File: src/rtl/cond_logic_pkg.sv
// rtl/cond_logic_pkg.sv - shared condition-code and flag-index definitions for cond_logic
package cond_logic_pkg;

   typedef enum logic [3:0] {
      COND_EQ = 4'b0000,
      COND_NE = 4'b0001,
      COND_CS = 4'b0010,
      COND_CC = 4'b0011,
      COND_MI = 4'b0100,
      COND_PL = 4'b0101,
      COND_VS = 4'b0110,
      COND_VC = 4'b0111,
      COND_HI = 4'b1000,
      COND_LS = 4'b1001,
      COND_GE = 4'b1010,
      COND_LT = 4'b1011,
      COND_GT = 4'b1100,
      COND_LE = 4'b1101,
      COND_AL = 4'b1110,
      COND_NV = 4'b1111
   } cond_e;

   localparam int FLAG_N = 3;
   localparam int FLAG_Z = 2;
   localparam int FLAG_C = 1;
   localparam int FLAG_V = 0;

endpackage

File: src/rtl/cond_logic_if.sv
// rtl/cond_logic_if.sv - decoder/ALU-facing signal bundle of the conditional-execution stage
interface cond_logic_if #(parameter int CNT_W = 16);

   logic             InstrValid;
   logic [3:0]       Cond;
   logic [3:0]       ALUFlags;
   logic [1:0]       FlagW;
   logic             PCS;
   logic             RegW;
   logic             MemW;
   logic             NoWrite;
   logic             FlagSave;
   logic             FlagRestore;
   logic             CntClr;
   logic             PCSrc;
   logic             RegWrite;
   logic             MemWrite;
   logic             CondEx;
   logic [3:0]       Flags;
   logic [3:0]       SavedFlags;
   logic [CNT_W-1:0] ExecCount;
   logic [CNT_W-1:0] SquashCount;

   modport master (
      output InstrValid, Cond, ALUFlags, FlagW, PCS, RegW, MemW, NoWrite,
             FlagSave, FlagRestore, CntClr,
      input  PCSrc, RegWrite, MemWrite, CondEx, Flags, SavedFlags,
             ExecCount, SquashCount
   );

   modport slave (
      input  InstrValid, Cond, ALUFlags, FlagW, PCS, RegW, MemW, NoWrite,
             FlagSave, FlagRestore, CntClr,
      output PCSrc, RegWrite, MemWrite, CondEx, Flags, SavedFlags,
             ExecCount, SquashCount
   );

endinterface

File: src/rtl/cond_logic_cond_check.sv
// rtl/cond_logic_cond_check.sv - combinational evaluation of an ARM condition field against NZCV
module cond_check
   import cond_logic_pkg::*;
(
   input  logic [3:0] cond,
   input  logic [3:0] flags,
   output logic       cond_ex
);

   logic n, z, c, v;

   assign n = flags[FLAG_N];
   assign z = flags[FLAG_Z];
   assign c = flags[FLAG_C];
   assign v = flags[FLAG_V];

   always_comb begin
      cond_ex = 1'b0;
      case (cond)
         COND_EQ: cond_ex = z;
         COND_NE: cond_ex = ~z;
         COND_CS: cond_ex = c;
         COND_CC: cond_ex = ~c;
         COND_MI: cond_ex = n;
         COND_PL: cond_ex = ~n;
         COND_VS: cond_ex = v;
         COND_VC: cond_ex = ~v;
         COND_HI: cond_ex = c & ~z;
         COND_LS: cond_ex = ~c | z;
         COND_GE: cond_ex = (n == v);
         COND_LT: cond_ex = (n != v);
         COND_GT: cond_ex = ~z & (n == v);
         COND_LE: cond_ex = z | (n != v);
         COND_AL: cond_ex = 1'b1;
         default: cond_ex = 1'b0;
      endcase
   end

endmodule

File: src/rtl/cond_logic.sv
// rtl/cond_logic.sv - conditional-execution stage: NZCV flags, shadow flags, write gating, debug counters
module cond_logic
   import cond_logic_pkg::*;
#(
   parameter int CNT_W = 16
) (
   input  logic            clk,
   input  logic            reset,
   cond_logic_if.slave     bus
);

   localparam logic [CNT_W-1:0] CNT_MAX = '1;

   logic [3:0]       flags_q;
   logic [3:0]       saved_q;
   logic [3:0]       flags_d;
   logic [CNT_W-1:0] exec_q;
   logic [CNT_W-1:0] squash_q;
   logic             cond_ex;
   logic             active;
   logic [1:0]       flag_write;

   // Evaluated on the registered flags, so a flag-setting instruction sees the old NZCV.
   cond_check u_cond_check (
      .cond    (bus.Cond),
      .flags   (flags_q),
      .cond_ex (cond_ex)
   );

   assign active     = cond_ex & bus.InstrValid;
   assign flag_write = bus.FlagW & {2{active}};

   assign bus.CondEx      = cond_ex;
   assign bus.PCSrc       = bus.PCS & active;
   assign bus.RegWrite    = bus.RegW & ~bus.NoWrite & active;
   assign bus.MemWrite    = bus.MemW & active;
   assign bus.Flags       = flags_q;
   assign bus.SavedFlags  = saved_q;
   assign bus.ExecCount   = exec_q;
   assign bus.SquashCount = squash_q;

   always_comb begin
      flags_d = flags_q;
      if (flag_write[1]) begin
         flags_d[FLAG_N] = bus.ALUFlags[FLAG_N];
         flags_d[FLAG_Z] = bus.ALUFlags[FLAG_Z];
      end
      if (flag_write[0]) begin
         flags_d[FLAG_C] = bus.ALUFlags[FLAG_C];
         flags_d[FLAG_V] = bus.ALUFlags[FLAG_V];
      end
      // Restore wins over the ALU; with a concurrent save this becomes a swap.
      if (bus.FlagRestore) begin
         flags_d = saved_q;
      end
   end

   always_ff @(posedge clk or negedge reset) begin
      if (!reset) begin
         flags_q <= 4'b0000;
         saved_q <= 4'b0000;
      end else begin
         flags_q <= flags_d;
         if (bus.FlagSave) begin
            saved_q <= flags_q;
         end
      end
   end

   always_ff @(posedge clk or negedge reset) begin
      if (!reset) begin
         exec_q   <= '0;
         squash_q <= '0;
      end else if (bus.CntClr) begin
         exec_q   <= '0;
         squash_q <= '0;
      end else if (bus.InstrValid) begin
         if (cond_ex && exec_q != CNT_MAX) begin
            exec_q <= exec_q + 1'b1;
         end
         if (!cond_ex && squash_q != CNT_MAX) begin
            squash_q <= squash_q + 1'b1;
         end
      end
   end

endmodule

File: src/flat_wrapper.sv
// flat-port wrapper written by rule: the top's interface ports become plain ports
module cond_logic_flat import cond_logic_pkg::*;
#(
   parameter int CNT_W = 16
)
  (clk, reset, bus_InstrValid, bus_Cond, bus_ALUFlags, bus_FlagW, bus_PCS, bus_RegW, bus_MemW, bus_NoWrite, bus_FlagSave, bus_FlagRestore, bus_CntClr, bus_PCSrc, bus_RegWrite, bus_MemWrite, bus_CondEx, bus_Flags, bus_SavedFlags, bus_ExecCount, bus_SquashCount);
  cond_logic_if #(.CNT_W(CNT_W)) bus_i ();
  input  logic clk;
  input  logic reset;
  input wire logic [$bits(bus_i.InstrValid)-1:0] bus_InstrValid;
  input wire logic [$bits(bus_i.Cond)-1:0] bus_Cond;
  input wire logic [$bits(bus_i.ALUFlags)-1:0] bus_ALUFlags;
  input wire logic [$bits(bus_i.FlagW)-1:0] bus_FlagW;
  input wire logic [$bits(bus_i.PCS)-1:0] bus_PCS;
  input wire logic [$bits(bus_i.RegW)-1:0] bus_RegW;
  input wire logic [$bits(bus_i.MemW)-1:0] bus_MemW;
  input wire logic [$bits(bus_i.NoWrite)-1:0] bus_NoWrite;
  input wire logic [$bits(bus_i.FlagSave)-1:0] bus_FlagSave;
  input wire logic [$bits(bus_i.FlagRestore)-1:0] bus_FlagRestore;
  input wire logic [$bits(bus_i.CntClr)-1:0] bus_CntClr;
  output wire logic [$bits(bus_i.PCSrc)-1:0] bus_PCSrc;
  output wire logic [$bits(bus_i.RegWrite)-1:0] bus_RegWrite;
  output wire logic [$bits(bus_i.MemWrite)-1:0] bus_MemWrite;
  output wire logic [$bits(bus_i.CondEx)-1:0] bus_CondEx;
  output wire logic [$bits(bus_i.Flags)-1:0] bus_Flags;
  output wire logic [$bits(bus_i.SavedFlags)-1:0] bus_SavedFlags;
  output wire logic [$bits(bus_i.ExecCount)-1:0] bus_ExecCount;
  output wire logic [$bits(bus_i.SquashCount)-1:0] bus_SquashCount;
  assign bus_i.InstrValid = bus_InstrValid;
  assign bus_i.Cond = bus_Cond;
  assign bus_i.ALUFlags = bus_ALUFlags;
  assign bus_i.FlagW = bus_FlagW;
  assign bus_i.PCS = bus_PCS;
  assign bus_i.RegW = bus_RegW;
  assign bus_i.MemW = bus_MemW;
  assign bus_i.NoWrite = bus_NoWrite;
  assign bus_i.FlagSave = bus_FlagSave;
  assign bus_i.FlagRestore = bus_FlagRestore;
  assign bus_i.CntClr = bus_CntClr;
  assign bus_PCSrc = bus_i.PCSrc;
  assign bus_RegWrite = bus_i.RegWrite;
  assign bus_MemWrite = bus_i.MemWrite;
  assign bus_CondEx = bus_i.CondEx;
  assign bus_Flags = bus_i.Flags;
  assign bus_SavedFlags = bus_i.SavedFlags;
  assign bus_ExecCount = bus_i.ExecCount;
  assign bus_SquashCount = bus_i.SquashCount;
  cond_logic #(.CNT_W(CNT_W)) u_core (.clk(clk), .reset(reset), .bus(bus_i));
endmodule
File: config.mk
export PLATFORM = sky130hd
export DESIGN_NAME = cond_logic_flat
export DESIGN_NICKNAME = d
export VERILOG_FILES = /design/src/rtl/cond_logic_pkg.sv /design/src/rtl/cond_logic_if.sv /design/src/rtl/cond_logic_cond_check.sv /design/src/rtl/cond_logic.sv /design/src/flat_wrapper.sv
export SDC_FILE = /design/constraint.sdc
export NUM_CORES = 1
export LEC_CHECK = 0
export CAP_MARGIN = 10
export CORE_UTILIZATION = 25
export CTS_CLUSTER_DIAMETER = 200
export CTS_CLUSTER_SIZE = 25
export DETAILED_ROUTE_END_ITERATION = 6
export REMOVE_ABC_BUFFERS = 1
export SETUP_SLACK_MARGIN = 0.2
export SLEW_MARGIN = 20
export SYNTH_ARGS = -nofsm -noshare
export SYNTH_HDL_FRONTEND = slang
export SYNTH_SLANG_ARGS = --single-unit
File: constraint.sdc
create_clock -name clk -period 3.11 [get_ports clk]
set_input_delay 0.622 -clock clk [delete_from_list [all_inputs] [get_ports clk]]
set_output_delay 0.622 -clock clk [all_outputs]
set_load 0.01 [all_outputs]
; ---- Word level (Yosys, flattened, before mapping)
; Index checks and enable logic that the tools add are counted.
[classes]
n_reduce_logical = 11
n_addsub = 2
n_mux = 10
n_eq_ne = 18
bitwise = 15
[ops]
columns = operator, n
row1 = 16-bit two-way mux, 6
row2 = "16-bit by 1-bit adder with 16-bit output, second input constant", 2
row3 = "16-bit inequality test, second input constant", 2
row4 = "4-bit equality test, second input constant", 7
row5 = "4-bit by 3-bit equality test with 1-bit output, second input constant", 4
row6 = 1-bit case mux with 15 select lines, 1
row7 = 2-bit nonzero test, 5
row8 = "4-bit by 2-bit equality test with 1-bit output, second input constant", 2
row9 = 1-bit bitwise AND, 7
row10 = 1-bit inverter, 5
row11 = "4-bit by 1-bit equality test with 1-bit output, second input constant", 1
row12 = 4-bit logical NOT, 1
row13 = 2-bit two-way mux, 2
row14 = 4-bit two-way mux, 1
row15 = 2-bit AND reduction, 2
row16 = 2-bit bitwise AND, 1
row17 = 1-bit logical AND, 2
row18 = 1-bit OR, 2
row19 = 1-bit equality test, 1
row20 = 1-bit logical NOT, 1
row21 = 1-bit inequality test, 1
[word_totals]
elab_cells = 61
reg_bits = 40
out_inout_bits = 44

; ---- Depth between registers and ports, before layout
[logic_depth]
depth_word = 8
depth_mapped = 9

; ---- By module
; From an unflattened synthesis, not the netlist that was laid out.
[unflattened]
hier_cells = 254
area_unflattened_um2 = 2392.3
[modules_own_cells]
columns = mod, area_per_inst_um2, cells_each, instances
row1 = cond_logic, 2198.4, 226, 1
row2 = cond_check, 193.9, 28, 1

; ---- Least setup slack after synthesis
; OpenSTA, ideal clock, no wires.
[synth_timing]
kind = input-to-output
startpoint = input port bus_Cond[2]
endpoint = output port bus_RegWrite
slack_ns = 0.136
required_ns = 2.488
path_stages = 7
arrival_time_ns = 2.352
path_buffers = 2
cell_sequence = or3b_1 o311ai_1 mux2i_1 o21bai_2 clkbuf_1 clkbuf_1 and4b_1
[synth_via]
elab_chain_len = 4
word_cells_on_any_way = 18
classes_between = eq/ne: 14 / mux: 1 / bitwise: 2 / reduce/logical: 1
[synth_lines]
columns = item, line_no
row1 = from (decl), flat_wrapper.sv:11  ; input wire logic [$bits(bus_i.Cond)-1:0] bus_Cond;
row2 = "4-bit equality test, or another cell as far along", cond_logic_cond_check.sv:19  ; case (cond)
row3 = 1-bit case mux with 15 select lines *, cond_logic_cond_check.sv:19
row4 = named net bus_CondEx, flat_wrapper.sv:24  ; output wire logic [$bits(bus_i.CondEx)-1:0] bus_CondEx;
row5 = 1-bit bitwise AND *, cond_logic.sv:30  ; assign active = cond_ex & bus.InstrValid;
row6 = 1-bit bitwise AND *, cond_logic.sv:35  ; assign bus.RegWrite = bus.RegW & ~bus.NoWrite & active;
row7 = to (decl), flat_wrapper.sv:22  ; output wire logic [$bits(bus_i.RegWrite)-1:0] bus_RegWrite;
; Mark *: on every way through the listed nets, which the timed path passes. The rest lies on a longest branch.

; ---- Final worst setup path
[layout_timing]
startpoint = input port bus_Cond[2]
endpoint = register u_core.exec_q[6] (netlist: u_core.bus.ExecCount[6])
[layout_via]
elab_chain_len = 5
word_cells_on_any_way = 19
classes_between = eq/ne: 14 / mux: 1 / reduce/logical: 4
[layout_lines]
columns = item, line_no
row1 = "4-bit equality test, or another cell as far along", cond_logic_cond_check.sv:19
row2 = 1-bit case mux with 15 select lines *, cond_logic_cond_check.sv:19
row3 = 1-bit logical AND *, cond_logic.sv:78  ; if (cond_ex && exec_q != CNT_MAX) begin
row4 = 2-bit nonzero test (no line) *, -
row5 = 2-bit AND reduction (no line) *, -
row6 = to (signal assigned), cond_logic.sv:79  ; exec_q <= exec_q + 1'b1;
row7 = to (decl), cond_logic.sv:17  ; logic [CNT_W-1:0] exec_q;
; Mark *: on every way between the ends. The rest lies on a longest branch, timed or not.
; A chain may end at the register's enable or synchronous reset.

==> results.md <==
- Status: completed
- Synth area leaders: dfrtp_1, a21oi_1, or4_1, o21ai_0, o31ai_1
- Count leader, synth: dfrtp_1
- WP data arrival: 3190 ps
- Rel. slew slack: 0.542
- Critical-path maximum fanout: 8
- Num CTS Buffers: 5
- Clock Latency Late Sink: 300 ps
- Via Count: roughly 2,400
- Drt via density: 5.26
- Async S/R FF share, synth: 1.00
- Layout Nets: 374
- Max Freq: 337 MHz
- Gr ovfl total: 0
- Seq pwr share: 0.415
- Post-synth cell types: 41
- Combinational power share: 0.314
- Vias in the first global route: 2,503
- Placed cell area: 0.00318 sq mm
- Layout Skew: approximately 10 ps
- Main flop type after synthesis: dfrtp_1
- CP most frequent cell: buf_6
- Syn Std Cell Area: 0.00235 sq mm
- Crit path cell chain: buf_4 > or3b_1 > o311ai_2 > mux2i_1 > buf_4 > buf_6 > buf_6 > buf_6 > buf_6 > buf_6 > buf_6 > buf_6 > buf_6 > a32oi_4 > buf_12 > buf_12 > or4_4 > a21oi_2
- Antenna Nets Post-Route: 0
- Mapped Cells: 260
- Psw: 0.403 mW
- Largest net degree at the start of global routing: 41
- First-pass GRT wire length: about 12,000 um
- Initial antenna violation count: 0
- Actual slew at the worst max-slew pin: 682 ps
- Clock-pin slew on the worst setup and hold paths: around 80 ps
- Post-synth top cells: dfrtp_1, a21oi_1, o21ai_0
- Final HPWL from detailed placement: 4650 um
- Width of the die: 99.0 um
- Post-synth EDFFs: 0
- Total Routing Usage GR: 0.155
- CP Launch Type: input port
- Max Cap Viol: 0
- WS Path Type: input port to flop
- Core region area: roughly 0.009 sq mm
- Synthesis-to-layout area growth: 56.9%
- Seq/Total Area, Yosys: 0.425
- Post-cts hold buffer count: 0
- I/O Buffers: 63
- Synth warn: 0
- Clock power frac: 0.271
- Critical Path RT: between 3000 and 4000 ps
- Mapped Avg Cell Area: slightly above 9 sq um
- CTS tree: built
- Placer congestion estimate: 0.723
- Yosys top cell area share: 0.425
- P_int: 0.969 mW
- Area leader, netlist: dfrtp_1
- N_diodes: 0
- Maximum vdd drop: 0.173 mV
- Final Critical Period: 2970 ps
- Layout cells sized above 1: 0.229
- PwrDens: approximately 370 mW/mm^2
- Design area: ~0.0037 sq mm
- Unrepaired setup endpoints after global routing: true
- Max Slew Vio Count: 0
- Final setup viols: 0
- First-pass DRT Iterations: 4
- Worst hold slack: 310 ps
- Clock sink count: 40
- Die area: around 0.0098 sq mm
- Sw Share: 0.294
- CP max stage cell: or4_4
- Critical path's largest stage delay: 410 ps
- Routed wire length: 7170 um
- Final Hold Viols: 0
- Yosys reg bits: 40
- Row cnt: 35
- Root Driver: clkbuf_8
- Worst Setup End Kind: flop
- Worst hold-check path type: input port to asynchronous set/reset pin
- Height of the die: 99.0 um
- Initial Util: 0.256
- DRC Markers: 0
- Longest Clk Path Bufs: 2
- Period utilization: 0.954
- Initial DRC Count: 44
- WL/cell: around 15 um
- IO Count: 64
- Fillers: 931
- Leak Pwr: 1.45 nW
- # H-tree levels: 2
==> area by class of cell <==
| type | instances | area (sq um) | share of cell area |
|---|---|---|---|
| clock inverters | 1 | 7.51 | 0.00203 |
| inverters | 14 | 52.6 | 0.0142 |
| well taps | 111 | 139 | 0.0376 |
| repair buffers | 101 | 1050 | 0.285 |
| multi-input cells | 190 | 1350 | 0.366 |
| clock buffers | 7 | 86.3 | 0.0234 |
| flip-flops and latches | 40 | 1000 | 0.272 |
==> routing by layer <==
metal	share of wire	track usage	vias to the layer above
met5	0	0	-
met2	0.48	0.268	52
met4	0.0098	0.0425	0
met1	0.46	0.194	1213
met3	0.046	0.0355	7
li1	-	-	1168
==> state kept, by name (all words and copies together), names as in the netlist <==
| register | count |
|---|---|
| u_core.bus.ExecCount | 16 |
| u_core.bus.Flags | 4 |
| u_core.bus.SavedFlags | 4 |
| u_core.bus.SquashCount | 16 |
==> worst paths after layout <==
| check | startpoint | end | slack, ps | cells past startpoint |
|---|---|---|---|---|
| worst max-delay path | bus_Cond[2] | u_core.bus.ExecCount[6] | 140 | 18 |
| worst min-delay path | reset | u_core.bus.ExecCount[12] | 310 | 1 |
| min in group clk | u_core.bus.SavedFlags[3] | u_core.bus.Flags[3] | 540 | 2 |
| max in group asynchronous | reset | u_core.bus.Flags[2] | 2390 | 1 |
| worst max register to register | u_core.bus.Flags[2] | u_core.bus.ExecCount[6] | 180 | 17 |
| worst min register to register | u_core.bus.SavedFlags[3] | u_core.bus.Flags[3] | 540 | 2 |
==> cell families (layout without fill, tap and decap cells) <==
kind of cell,Yosys count,in the layout,share of synthesized area
flops,40,40,0.425
mux,7,7,0.0314
compound gates,81,81,0.216
simple gates,96,96,0.239
fa+ha+maj,2,2,0.0106
xor+xnor,4,4,0.0207
buf+inv,30,123,0.0574
==> placed cells by master (no fill, tap or decap), drive strengths merged, types with 7 or more instances in the layout <==
| cell | n |
|---|---|
| clkdlybuf4s50 | 54 |
| buf | 41 |
| dfrtp | 40 |
| a21oi | 28 |
| o21ai | 20 |
| nand2 | 15 |
| or4 | 15 |
| inv | 14 |
| or3 | 14 |
| o31ai | 13 |
| nand3 | 11 |
| nand4 | 10 |
| nor2 | 8 |
| a31oi | 7 |
| clkbuf | 7 |
==> power groups by stage <==
stage / logic, mW / clock network (mW) / registers [mW]
4_1_cts: 0.423 / 0.388 / 0.568
3_5_place_dp: 0.296 / 0 / 0.579
6_report: 0.431 / 0.371 / 0.569
2_1_floorplan: 0.110 / 0 / 0.588
5_1_grt: 0.466 / 0.409 / 0.573
3_3_place_gp: 0.293 / 0 / 0.578
==> critical path: cells and delay by family <==
family	cells	cell delay, ps
multiplexers	1	280
AO/OA/AOI/OAI	3	270
AND/OR/NAND/NOR	2	800
buffers and inverters	12	1220
==> metrics by stage <==
stage / util / setup WS (ps) / setup TNS, ps / total power [mW] / std cells
after global routing: 0.402 / 74.8 / 0 / 1.45 / 464
after global placement: 0.345 / -293 / -1110 / 0.871 / 435
final: 0.402 / 144 / 0 / 1.37 / 464
after floorplan: - / 200 / 0 / 0.698 / 244
after CTS: 0.394 / 197 / 0 / 1.38 / 464
after detailed placement: 0.345 / -317 / -1610 / 0.876 / 435
==> what timing repair did <==
item	in CTS	in global routing
endpoints found under the hold margin	0	0
buffers inserted	18	0
pin swaps	17	20
setup endpoints to repair	4	19
gates cloned	3	0
gates resized for setup	52	23
(Power assumes the default switching activity.)
